--- src/rtl/pio_instr_fetch.sv ---
// Instruction fetch/decode front end for a PIO state machine: 32-word program
// memory, single-entry immediate-instruction slot, JMP condition evaluation.
module pio_instr_fetch #(
    parameter int unsigned EXEC_CNT_W = 16
) (
    input  logic                  clk,
    input  logic                  reset,
    input  logic                  penable,
    input  logic                  stalled,
    input  logic [4:0]            pc_addr,
    input  logic                  imem_wr,
    input  logic [4:0]            imem_waddr,
    input  logic [15:0]           imem_wdata,
    input  logic                  imm_valid,
    input  logic [15:0]           imm_instr,
    output logic                  imm_ready,
    input  logic [31:0]           x,
    input  logic [31:0]           y,
    input  logic                  jmp_pin,
    input  logic                  osre,
    output logic [15:0]           instr,
    output logic                  imm,
    output logic                  exec,
    output logic                  jmp,
    output logic [4:0]            jmp_target,
    output logic                  x_dec,
    output logic                  y_dec,
    output logic [EXEC_CNT_W-1:0] exec_count
);

    logic [15:0] mem [32];
    logic [15:0] mem_rd;
    logic        imm_active;
    logic [15:0] imm_reg;
    logic        is_jmp;
    logic [2:0]  cond;
    logic        cond_true;

    always_ff @(posedge clk) begin
        if (reset) begin
            for (int unsigned i = 0; i < 32; i++) mem[i] <= '0;
        end else if (imem_wr) begin
            mem[imem_waddr] <= imem_wdata;
        end
    end

    // Write-first bypass so the PC sees a word being loaded in the same cycle.
    always_comb begin
        if (!reset && imem_wr && (imem_waddr == pc_addr)) mem_rd = imem_wdata;
        else                                             mem_rd = mem[pc_addr];
    end

    always_ff @(posedge clk) begin
        if (reset) begin
            imm_active <= 1'b0;
            imm_reg    <= '0;
        end else if (imm_active) begin
            if (!stalled) imm_active <= 1'b0;
        end else if (imm_valid) begin
            imm_active <= 1'b1;
            imm_reg    <= imm_instr;
        end
    end

    always_ff @(posedge clk) begin
        if (reset)     exec_count <= '0;
        else if (exec) exec_count <= exec_count + 1'b1;
    end

    assign imm_ready  = !imm_active;
    assign imm        = imm_active;
    assign instr      = imm_active ? imm_reg : mem_rd;
    assign exec       = (penable || imm_active) && !stalled;
    assign is_jmp     = (instr[15:13] == 3'b000);
    assign cond       = instr[7:5];
    assign jmp_target = instr[4:0];

    always_comb begin
        cond_true = 1'b0;
        case (cond)
            3'd0: cond_true = 1'b1;
            3'd1: cond_true = (x == 32'd0);
            3'd2: cond_true = (x != 32'd0);
            3'd3: cond_true = (y == 32'd0);
            3'd4: cond_true = (y != 32'd0);
            3'd5: cond_true = (x != y);
            3'd6: cond_true = jmp_pin;
            3'd7: cond_true = !osre;
            default: cond_true = 1'b0;
        endcase
    end

    assign jmp   = exec && is_jmp && cond_true;
    assign x_dec = exec && is_jmp && (cond == 3'd2);
    assign y_dec = exec && is_jmp && (cond == 3'd4);

endmodule

--- config.mk ---
export PLATFORM = sky130hd
export DESIGN_NAME = pio_instr_fetch
export DESIGN_NICKNAME = d
export VERILOG_FILES = /design/src/rtl/pio_instr_fetch.sv
export SDC_FILE = /design/constraint.sdc
export NUM_CORES = 1
export LEC_CHECK = 0
export BUFFER_PORTS_ARGS = -buffer_cell sky130_fd_sc_hd__buf_2
export CORE_MARGIN = 4
export CORE_UTILIZATION = 35
export DETAILED_ROUTE_END_ITERATION = 8
export MAX_ROUTING_LAYER = met4
export PLACE_DENSITY = 0.54
export SYNTH_ARGS = -nofsm -noshare
export SYNTH_HDL_FRONTEND = slang
export SYNTH_SLANG_ARGS = --single-unit
--- constraint.sdc ---
create_clock -name clk -period 4.3 [get_ports clk]
set_clock_uncertainty 0.1 [all_clocks]
set_input_delay 0.43 -clock clk [delete_from_list [all_inputs] [get_ports clk]]
set_output_delay 0.43 -clock clk [all_outputs]
set_load 0.01 [all_outputs]
# Yosys cells after proc, flatten, opt, wreduce, memory -nomap -nowiden
# Memory sizes are Yosys's and may differ from the RTL's.
# Cells that the tools add are included.
# Widths: inputs -> output; s select.
[word_totals] mem_count=1 wordCells=49 rom_bits=0 register_bits=33 mem_bits_rw=512 input_bits=114 latch_bits=0 output_inout_bits=43
[mem_list] memory="mem" depth=32 width=16 read_ports=1 rd_ports_with_merged_regs=0 wr=32 line_no="31" source="logic [15:0] mem [32];"
[op_classes] bitwise_logic=1 order_cmp=0 shift=0 eq_ne=9 addsub=1 div=0 n_mux=14 n_mul=0 reduce_logical=20
[op_table] cell="$logic_not 32->1" count=2
[op_table] cell="$reduce_bool 32->1" count=2
[op_table] cell="$mux 16" count=3
[op_table] cell="$ne 32x32->1" count=1
[op_table] cell="$add 16x1->16 const B" count=1
[op_table] cell="$reduce_or 16->1" count=1
[op_table] cell="$eq 3x3->1 const B" count=4
[op_table] cell="$mux 1" count=9
[op_table] cell="$pmux 1 s8" count=1
[op_table] cell="$logic_and 1x1->1" count=7
[op_table] cell="$eq 3x2->1 const B" count=2
[op_table] cell="$logic_not 3->1" count=2
[op_table] cell="$eq 5x5->1" count=1
[op_table] cell="$mux 5" count=1
[op_table] cell="$logic_not 1->1" count=4
[op_table] cell="$eq 3x1->1 const B" count=1
[op_table] cell="$reduce_and 2->1" count=1
[op_table] cell="$logic_or 1x1->1" count=1
[op_table] cell="$not 1->1" count=1

# Depth between registers and ports, before layout
# Gate-level depths: netlist (run 1).
[logic_depth] word_depth=8 ltp_mapped=12 ltp_nobuf=8

# Worst setup path after synthesis (run 1)
# OpenSTA, ideal clock, no wires.
[synth_timing] path_type="input to output" start="in pc_addr[0]" end="out jmp_target[0]" required_ps=3770 arrival_time_ps=2672 path_slack_ps=1098 n_path_buf=6 path_stages=12 cell_sequence="buf_6 buf_12 buf_12 buf_12 buf_6 mux4_2 mux4_2 mux2i_1 nor2_1 a21oi_1 o21ai_1 buf_4"
[synth_via] elab_chain_cells=4 word_cells_on_any_way=5 cone_classes="eq/ne (1); mux (2); reduce/logical (1); memory (1)"
[synth_lines] element="start: declaration" line_no="10" source="input logic [4:0] pc_addr,"
[synth_lines] element="branches (longest 2 deep; another with $mem_v2 32x16)"
[synth_lines] element="$mux 16 (*)" line_no="49" source="if (!reset && imem_wr && (imem_waddr == pc_addr)) mem_rd = imem_wdata;"
[synth_lines] element="$mux 16 (*)" line_no="72" source="assign instr = imm_active ? imm_reg : mem_rd;"
[synth_lines] element="end: declaration" line_no="25" source="output logic [4:0] jmp_target,"
# Every way passes the cells marked *.

# Worst setup path after layout (run 1)
[layout_timing] start="in pc_addr[0]" end="out instr[3]"
[layout_via] elab_chain_cells=4 word_cells_on_any_way=5 cone_classes="eq/ne (1); mux (2); reduce/logical (1); memory (1)"
[layout_lines] element="branches (longest 2 deep; another with $mem_v2 32x16)"
[layout_lines] element="$mux 16 (*)" line_no="49"
[layout_lines] element="$mux 16 (*)" line_no="72"
[layout_lines] element="end: declaration" line_no="21" source="output logic [15:0] instr,"
# Marked as above.

==> results of run 1 <==
## layout make-up
cell class | instances | area (um^2) | area share [%]
sequential | 545 | 16000 | 54.0
multi-input combinational | 1081 | 9070 | 30.5
timing repair buffer | 247 | 1580 | 5.32
clock buffer | 74 | 1560 | 5.26
tap | 959 | 1200 | 4.04
clock inverter | 33 | 228 | 0.766
inverter | 8 | 30.0 | 0.101
antenna | 7 | 17.5 | 0.0589
## where the power goes
group / internal [W] / switching (W)
clock: 0.00273 / 0.00208
sequential: 0.00607 / 0.0000840
combinational: 0.000471 / 0.000735
total: 0.00927 / 0.00289
## cells by family (layout without fill, tap and decap cells)
logic type / Yosys count / in the layout
xor+xnor: 47 / 47
fa+ha+maj: 1 / 1
flops: 545 / 545
buf+inv: 162 / 362
other cells: 0 / 7
mux: 168 / 168
compound gates: 89 / 89
simple gates: 776 / 776
## cell usage after synthesis, drive strengths merged, types with 21 or more instances
| cell | n |
|---|---|
| edfxtp | 512 |
| and2 | 482 |
| mux4 | 146 |
| clkbuf | 122 |
| nor2 | 68 |
| nand2 | 66 |
| a21oi | 39 |
| nor3 | 39 |
| xnor2 | 39 |
| dfxtp | 33 |
| buf | 32 |
| or2 | 32 |
| nor4 | 21 |
## stage by stage
| stage | cells | setup slack [ns] | util, % | power, W | hold WS, ns |
|---|---|---|---|---|---|
| after floorplan | 1788 | 1.10 | - | 0.00693 | 0.337 |
| after global placement | 2823 | 0.369 | 37.9 | 0.00746 | 0.343 |
| after detailed placement | 2823 | 0.390 | 37.9 | 0.00747 | 0.348 |
| after CTS | 2947 | 0.383 | 40.6 | 0.0123 | 0.151 |
| after global routing | 2953 | 0.178 | 40.6 | 0.0126 | 0.225 |
| final | 2954 | 0.357 | 40.6 | 0.0122 | 0.189 |
## worst max path at each step
stage                                to  slack (ns)
after detailed placement       instr[3]        0.39
after global placement         instr[3]        0.37
after floorplan           jmp_target[0]        1.10
after CTS                      instr[4]        0.38
final                          instr[3]        0.36
after global routing      jmp_target[3]        0.18
## layer usage
layer / vias up / global-route usage (%)
li1: 6908 / -
met1: 7891 / 26.9
met2: 592 / 30.4
met3: 99 / 5.06
met4: 0 / 4.81
met5: - / -
## worst max-delay path: cells and delay by family
kind | cells | cell delay (ns)
multiplexers | 3 | 1.19
AO/OA/AOI/OAI | 2 | 0.55
AND/OR/NAND/NOR | 1 | 0.05
buffers and inverters | 4 | 1.13
==> results.toml, run 1 <==
[drt]
drt_pre_antenna_iters = 5
met2WireLength_um = 34700
vias = 15500
viasPerCell = 5.24
routedWlPerCell_um = 25.8
wl_met1_um = 33200
dr_wl_met3_um = 6550
highest-signal-layer = "met4"
routed_wl_um = 76300
final_antenna_net_count = 0
drtIter0Drc = 1377
post-route-drc-count = 0

[floorplanning]
io_pins = 157
start_util_pct = 35.4
chipHeight_um = 280
die_x_um = 280
row_count = 99
core_area_um2 = 73200
dieArea_um2 = 78400

[setup_path]
reg2reg_slack_ns = 1.34
arrival_ns = 3.41
critPathMaxFanout = 32
critPathLaunch = "pc_addr[0]"
r2r_cells = 9
critical-path-max-stage-delay_ns = 0.54
cpMostUsedCell = "mux4_2"
path_class = "in2out"
timing.rr.start = "imm"
crit_path_start_kind = "primary input"
crit_chain = "clkbuf_8 -> buf_12 -> buf_4 -> mux4_2 -> mux4_2 -> mux2i_1 -> nor2_1 -> a21oi_1 -> o21ai_1 -> buf_2"
required_ns = 3.77
cp_slowest_cell = "mux4_2"
critPathCaptureType = "output pin"
r2r_end = "exec_count[15]"

[yosys]
avgSynthCellArea_um2 = 14.5
synth_xor_area_share_pct = 1.59
synth_cell_types = 57
synth_top_area_share_pct = 59.4
synth_fa_ha_area_share_pct = 0.0483
yosysTopAreaCell = "edfxtp_1"
synth-seq-cells = 545
yosys-top-cells-area = "edfxtp_1 (59%), mux4_2 (12%), and2_1 (12%)"
syn_nets = 1903
ys_async_sr_fraction_pct = 0
synth_mux_area_share_pct = 13.7
yosysSeqAreaShare_pct = 61.9
netlist_area_um2 = 25900
yosysWarnings = 0
ys.flop_type = "edfxtp_1"
synth-edff-count = 512
synth_compound_area_share_pct = 2.25
synth_top_family_by_area = "simple AND/OR/NAND/NOR gates"
synth_cells = 1788
synthSimpleGateAreaFrac_pct = 17.4

[clocking]
cts.clk_slew.worst_paths_ns = 0.06
cts_buffer_depth = 3
post_cts_buffers = 0
cts_root_buffer = "clkbuf_16"
cts_tree = "built"
hold_buffers = 17
cts.sinks = 545
insertion_delay_ns = 0.61
h-tree-depth = 2
numCtsBuffers = 58
post_cts_resized = 0

[run_status]
run_status = "complete, no violations"

[finish]
most-common-layout-cells = "edfxtp_1 (512), and2_1 (482), buf_2 (154), mux4_2 (136), buf_4 (70)"
largest_reg_flops = 512
nNetsFinal = 2056
fill_cells = 6707
stdcell_area_um2 = 29700
area_delta_synth_final_pct = 14.8
layout-drive-gt1-share_pct = 24.7
layout_commonest_cell = "edfxtp_1"

[power_and_ir_drop]
peakVddDrop_mv = 0.292
leakagePower_nw = 10.4
pwr_density_cell_nw_per_um2 = 409

[global_routing]
grt_pass1_vias = 15700
overflow = 0
grt_util_all_layers_pct = 19.9
grt_max_degree = 66
antenna_found_initial = 10
grt_first_pass_wirelength_um = 111000

[timing]
layout_min_cycle_time_ns = 3.94
fin_setup_tns_ns = 0
tightest_slew_ns = 1.11
slew_violations = 0
setup-violations-final = 0
max_clock_freq_mhz = 254
rsz0062_at_grt = "false"
report.final.hold_viol_count = 0
timing.slew.headroom_pct = 25.6
post-route-period-util_pct = 91.7

[place]
dp_hpwl_um = 49300
placed_cell_area_um2 = 27700
port_buffers = 156
globalplace.congestion = 0.869

[min_path]
holdCritPathClass = "in2reg"
hold_end = "mem[0][2]"
hp-start = "imem_wdata[2]"
hold_depth = 2

[flow_run]
drv_cap = 0
No activity file was read; power rests on OpenSTA's default activity.
==> run 2, diff against run 1 <==
--- a/config.mk
+++ b/config.mk
@@ -10,7 +10,7 @@
 export CORE_UTILIZATION = 35
 export DETAILED_ROUTE_END_ITERATION = 8
 export MAX_ROUTING_LAYER = met4
-export PLACE_DENSITY = 0.54
+export PLACE_DENSITY = 0.56
 export SYNTH_ARGS = -nofsm -noshare
 export SYNTH_HDL_FRONTEND = slang
 export SYNTH_SLANG_ARGS = --single-unit
==> constraint.sdc (replaced) <==
create_clock -name clk -period 3.5 [get_ports clk]
set_clock_uncertainty 0.1 [all_clocks]
set_input_delay 0.35 -clock clk [delete_from_list [all_inputs] [get_ports clk]]
set_output_delay 0.35 -clock clk [all_outputs]
set_load 0.01 [all_outputs]
==> run 2 against run 1 <==
Effect of this change:
- the run now ends with negative setup slack left
- sequential power is 23% higher
- combinational power rose by 31%
- final area grew 1.7%
- sequential cell count stayed put
- sequential share of layout area fell by 0.89 points
- cell count is 1.2% higher
- first-iteration DRC count decreased by 8.4%
- clock power grew 23%
- critical endpoint is now x_dec
- largest cell class unchanged
==> results.toml, run 2 (synthesized netlist as in run 1, its figures left out) <==
[run_status]
run_status = "complete, but fails checks"
violations = "negative setup slack"

[setup_path]
critPathCaptureType = "output pin"
crit_buf_inv = 2
arrival_ns = 3.28
cp_top_family = "compound AO/OA/AOI/OAI gates"
cpMostUsedCell = "nor4b_4"
required_ns = 3.05
r2r_cells = 9
reg2reg_slack_ns = 1.31
path_class = "reg2out"
critPathMaxFanout = 3
crit_path_start_kind = "flop"
timing.rr.start = "imm"
cp_slowest_cell = "mux4_2"
critical-path-max-stage-delay_ns = 0.60
r2r_end = "exec_count[15]"
crit_chain = "mux4_2 -> a221oi_4 -> a22oi_2 -> a221o_1 -> nor4b_4 -> buf_4 -> nor4b_4 -> buf_2"

[finish]
fin_util_pct = 41.3
largest_reg_flops = 512
area_delta_synth_final_pct = 16.7
stdcell_area_um2 = 30200
layout-drive-gt1-share_pct = 27.1
layout_commonest_cell = "edfxtp_1"
most-common-layout-cells = "edfxtp_1 (512), and2_1 (482), buf_2 (154), mux4_2 (137), buf_4 (106)"
fill_cells = 6651
nNetsFinal = 2099

[clocking]
cts_tree = "built"
cts_root_buffer = "clkbuf_16"
cts.clk_slew.worst_paths_ns = 0.06
insertion_delay_ns = 0.63
numCtsBuffers = 56
post_cts_buffers = 0
h-tree-depth = 2
cts.sinks = 545
cts_buffer_depth = 3

[power_and_ir_drop]
combPwrFrac_pct = 10.5
pwr_density_cell_nw_per_um2 = 498
intPower_w = 0.0114
swShare_pct = 24.2
leakagePower_nw = 10.7
peakVddDrop_mv = 0.340
seqPwrFrac_pct = 50.2
clkPwrFrac_pct = 39.2
p_sw_w = 0.00364

[floorplanning]
io_pins = 157
dieArea_um2 = 78400
start_util_pct = 35.4
core_area_um2 = 73200
die_x_um = 280
chipHeight_um = 280
row_count = 99

[timing]
tightest_slew_ns = 1.26
layout_min_cycle_time_ns = 3.73
slew_violations = 0
holdWs_ns = 0.175
post-route-period-util_pct = 107
report.final.hold_viol_count = 0
timing.slew.headroom_pct = 15.4
layout_setup_ws_ns = -0.228
rsz0062_at_grt = "true"
setup-violations-final = 3
max_clock_freq_mhz = 268

[global_routing]
overflow = 0
grt_max_degree = 66
antenna_found_initial = 2
grt_first_pass_wirelength_um = 110000
grt_pass1_vias = 16100
grt_util_all_layers_pct = 19.7

[drt]
post-route-drc-count = 0
viasPerCell = 5.26
routed_wl_um = 76000
vias = 15700
routedWlPerCell_um = 25.4
drt_pre_antenna_iters = 7
drtIter0Drc = 1261
final_antenna_net_count = 0

[place]
globalplace.congestion = 0.958
placed_cell_area_um2 = 28200
dp_hpwl_um = 51200
port_buffers = 156

[min_path]
hold_end = "mem[17][7]"
hp-start = "imem_wdata[7]"
hold_depth = 2
holdCritPathClass = "in2reg"

[flow_run]
drv_cap = 0
## run 2: changes by cell type in the layout (fill, tap and decap cells not counted), moves of 4 or more
cell      delta
buf_4       +36
buf_12       +6
diode_2      -5
clkbuf_8     -4
clkinv_1     -4
clkinv_2     +4
## run 2: layout make-up
cell class                      count  area [um^2]  share of cell area, %
Sequential cell                   545        16000                   53.1
Clock buffer                       65         1440                   4.75
Multi-Input combinational cell   1081         9130                   30.2
Antenna cell                        2         5.00                 0.0166
Inverter                            8         30.0                 0.0994
Clock inverter                     37          360                   1.19
Tap cell                          959         1200                   3.97
Timing Repair Buffer              292         2020                   6.68
## run 2: power by group through the flow
| stage | Clock [W] | Sequential, W | Combinational, W |
|---|---|---|---|
| after floorplan | 0 | 0.00764 | 0.000874 |
| after global placement | 0 | 0.00769 | 0.00154 |
| after detailed placement | 0 | 0.00770 | 0.00155 |
| after CTS | 0.00601 | 0.00757 | 0.00158 |
| after global routing | 0.00628 | 0.00759 | 0.00167 |
| final | 0.00591 | 0.00756 | 0.00159 |
## run 2: repair_timing
| action | CTS | global route |
|---|---|---|
| resized for setup | 10 | 11 |
| setup endpoints to repair | 7 | 16 |
| endpoints found under the hold margin | 17 | 0 |
| pin swaps | 7 | 1 |
| hold buffers | 17 | 0 |
## run 2: layer usage
layer | GRT usage [%] | vias up | wire (um) | share of wire [%]
met5 | - | - | 0 | 0
met4 | 5.06 | 0 | 1870 | 2.5
met3 | 5.45 | 101 | 6670 | 8.8
met2 | 29.9 | 606 | 34300 | 45
met1 | 26.3 | 8044 | 33100 | 44
li1 | - | 6964 | - | -
## run 2: how the worst max path moves through the flow
stage	startpoint	end	slack [ns]	cells past startpoint
after floorplan	pc_addr[0]	jmp_target[0]	0.46	12
after global placement	pc_addr[0]	jmp_target[0]	-0.15	11
after detailed placement	pc_addr[0]	instr[2]	-0.14	11
after CTS	mem[15][14]	jmp	-0.20	9
after global routing	mem[12][14]	x_dec	-0.35	8
final	mem[12][14]	x_dec	-0.23	8
## run 2: stage by stage
stage / setup WS (ns) / instances / TNS [ns] / total power, W
after floorplan: 0.458 / 1788 / 0 / 0.00852
after global placement: -0.149 / 2869 / -0.544 / 0.00923
after detailed placement: -0.143 / 2869 / -0.624 / 0.00925
after CTS: -0.198 / 2987 / -0.549 / 0.0151
after global routing: -0.347 / 2988 / -0.979 / 0.0155
final: -0.228 / 2989 / -0.612 / 0.0151
## run 2: worst reg2reg max path, delay by kind of cell, from the launching register on
kind / cells / cell delay (ns)
and+or+nand+nor: 6 / 1.00
xor gates and xnor gates: 1 / 0.14
buffers and inverters: 2 / 0.50
DFF: 1 / 0.34
==> run 3, diff against run 2 <==
--- a/config.mk
+++ b/config.mk
@@ -6,11 +6,14 @@
 export NUM_CORES = 1
 export LEC_CHECK = 0
 export BUFFER_PORTS_ARGS = -buffer_cell sky130_fd_sc_hd__buf_2
+export CAP_MARGIN = 10
+export CELL_PAD_IN_SITES_DETAIL_PLACEMENT = 1
+export CELL_PAD_IN_SITES_GLOBAL_PLACEMENT = 1
 export CORE_MARGIN = 4
 export CORE_UTILIZATION = 35
 export DETAILED_ROUTE_END_ITERATION = 8
 export MAX_ROUTING_LAYER = met4
-export PLACE_DENSITY = 0.56
+export PLACE_DENSITY = 0.63
 export SYNTH_ARGS = -nofsm -noshare
 export SYNTH_HDL_FRONTEND = slang
 export SYNTH_SLANG_ARGS = --single-unit
==> run 3 against run 2 <==
Effect of this change:
- the run still ends with negative setup slack left
- die area unchanged
- largest power group unchanged
- hold slack got worse by 0.041 ns
- clock power increased by 5.8%
- critical endpoint unchanged
- final area increased by 0.44%
- core utilization increased by 0.18 points
==> results.toml, run 3 (synthesized netlist as in run 1, its figures left out) <==
[run_status]
violations = "negative setup slack"
run_status = "complete, but fails checks"

[setup_path]
worstSetupEndpoint = "x_dec"
critPathCaptureType = "output pin"
critPathMaxFanout = 3
timing.rr.start = "imm"
critPathLaunch = "mem[21][15]"
path_class = "reg2out"
r2r_cells = 7
reg2reg_slack_ns = 1.04
required_ns = 3.05
crit_path_start_kind = "flop"
r2r_end = "exec_count[15]"
arrival_ns = 3.22

[drt]
routedWlPerCell_um = 26.8
routed_wl_um = 80400
drt_pre_antenna_iters = 5
vias = 16200
drtIter0Drc = 1468
final_antenna_net_count = 0
post-route-drc-count = 0
viasPerCell = 5.40

[finish]
nNetsFinal = 2107
fin_util_pct = 41.5
area_delta_synth_final_pct = 17.2
largest_reg_flops = 512
layout_commonest_cell = "edfxtp_1"
most-common-layout-cells = "edfxtp_1 (512), and2_1 (482), buf_2 (153), mux4_2 (136), buf_4 (115)"
stdcell_area_um2 = 30400
fill_cells = 7494
layout-drive-gt1-share_pct = 27.4

[place]
globalplace.congestion = 0.879
placed_cell_area_um2 = 28200
port_buffers = 156
dp_hpwl_um = 53900
preCtsSetupSlack_ns = -0.0134

[timing]
report.final.hold_viol_count = 0
holdWs_ns = 0.134
timing.slew.headroom_pct = 31.0
layout_min_cycle_time_ns = 3.67
post-route-period-util_pct = 105
layout_setup_ws_ns = -0.168
rsz0062_at_grt = "true"
setup-violations-final = 3
max_clock_freq_mhz = 273
slew_violations = 0
tightest_slew_ns = 1.03

[clocking]
insertion_delay_ns = 0.63
numCtsBuffers = 58
cts_root_buffer = "clkbuf_16"
cts.sinks = 545
cts_tree = "built"
cts.clk_slew.worst_paths_ns = 0.06
h-tree-depth = 2
cts_buffer_depth = 3

[power_and_ir_drop]
p_sw_w = 0.00369
seqPwrFrac_pct = 49.1
peakVddDrop_mv = 0.403
swShare_pct = 23.9
clkPwrFrac_pct = 40.6
leakagePower_nw = 10.7
intPower_w = 0.0117
combPwrFrac_pct = 10.3
pwr_density_cell_nw_per_um2 = 508
power_w = 0.0154

[floorplanning]
die_x_um = 280
start_util_pct = 35.4
io_pins = 157
dieArea_um2 = 78400
row_count = 99
chipHeight_um = 280
core_area_um2 = 73200

[global_routing]
grt_first_pass_wirelength_um = 117000
overflow = 0
grt_util_all_layers_pct = 20.9
grt_max_degree = 67
antenna_found_initial = 7
grt_pass1_vias = 16800

[min_path]
hold_depth = 2
holdCritPathClass = "in2reg"

[flow_run]
drv_cap = 0
run 3: layout make-up:
cell class                 instances  area [um^2]  share of cell area (%)
antenna                            2         5.00                  0.0165
clock buffer                      77         1630                    5.36
clock inverter                    30          283                   0.932
inverter                           8         30.0                  0.0989
multi-input combinational       1081         9140                    30.1
sequential                       545        16000                    52.8
tap                              959         1200                    3.95
timing repair buffer             298         2040                    6.71
run 3: per-layer routing:
metal | global-route usage (%) | part of all wire [%] | routed length [um]
met1 | 29.3 | 44 | 35700
met2 | 31.4 | 45 | 36500
met4 | 5.43 | 2.4 | 1940
met3 | 4.14 | 7.9 | 6370
met5 | - | 0 | 0
run 3: critical path, stage by stage, from the launching register on:
cell      delay [ns]
edfxtp_1        0.40
mux4_2          0.48
o22ai_2         0.11
nor4_1          0.07
or3_1           0.36
a221o_2         0.44
nor4b_4         0.30
nor4b_4         0.26
buf_2           0.17
run 3: how the worst min path moves through the flow:
stage / from / to / slack (ns)
final: imem_wdata[4] / mem[16][4] / 0.13
after global routing: imem_wdata[4] / mem[16][4] / 0.12
after CTS: imem_wdata[4] / mem[16][4] / 0.07
after detailed placement: imm_reg[10] / imm_reg[10] / 0.35
after global placement: imm_reg[8] / imm_reg[8] / 0.34
after floorplan: imm_reg[14] / imm_reg[14] / 0.34
run 3: power by group through the flow:
stage	Combinational (W)	Clock (W)	Sequential [W]
6_report	0.00159	0.00625	0.00757
3_3_place_gp	0.00153	0	0.00769
3_5_place_dp	0.00155	0	0.00771
2_1_floorplan	0.000874	0	0.00764
5_1_grt	0.00168	0.00664	0.00760
4_1_cts	0.00158	0.00637	0.00757
run 3: timing repair:
action                     4_1_cts  5_1_grt
resized for setup               11       10
hold buffers                    17        0
setup endpoints to repair        6       15
pin swaps                        8        1
setup buffers                    1        0
hold endpoints to repair        17        0
run 3: through the flow:
| step | instances | setup TNS [ns] |
|---|---|---|
| after global placement | 2873 | -0.00913 |
| after detailed placement | 2873 | -0.0278 |
| final | 3000 | -0.447 |
| after floorplan | 1788 | 0 |
| after global routing | 3000 | -0.816 |
| after CTS | 2998 | -0.540 |
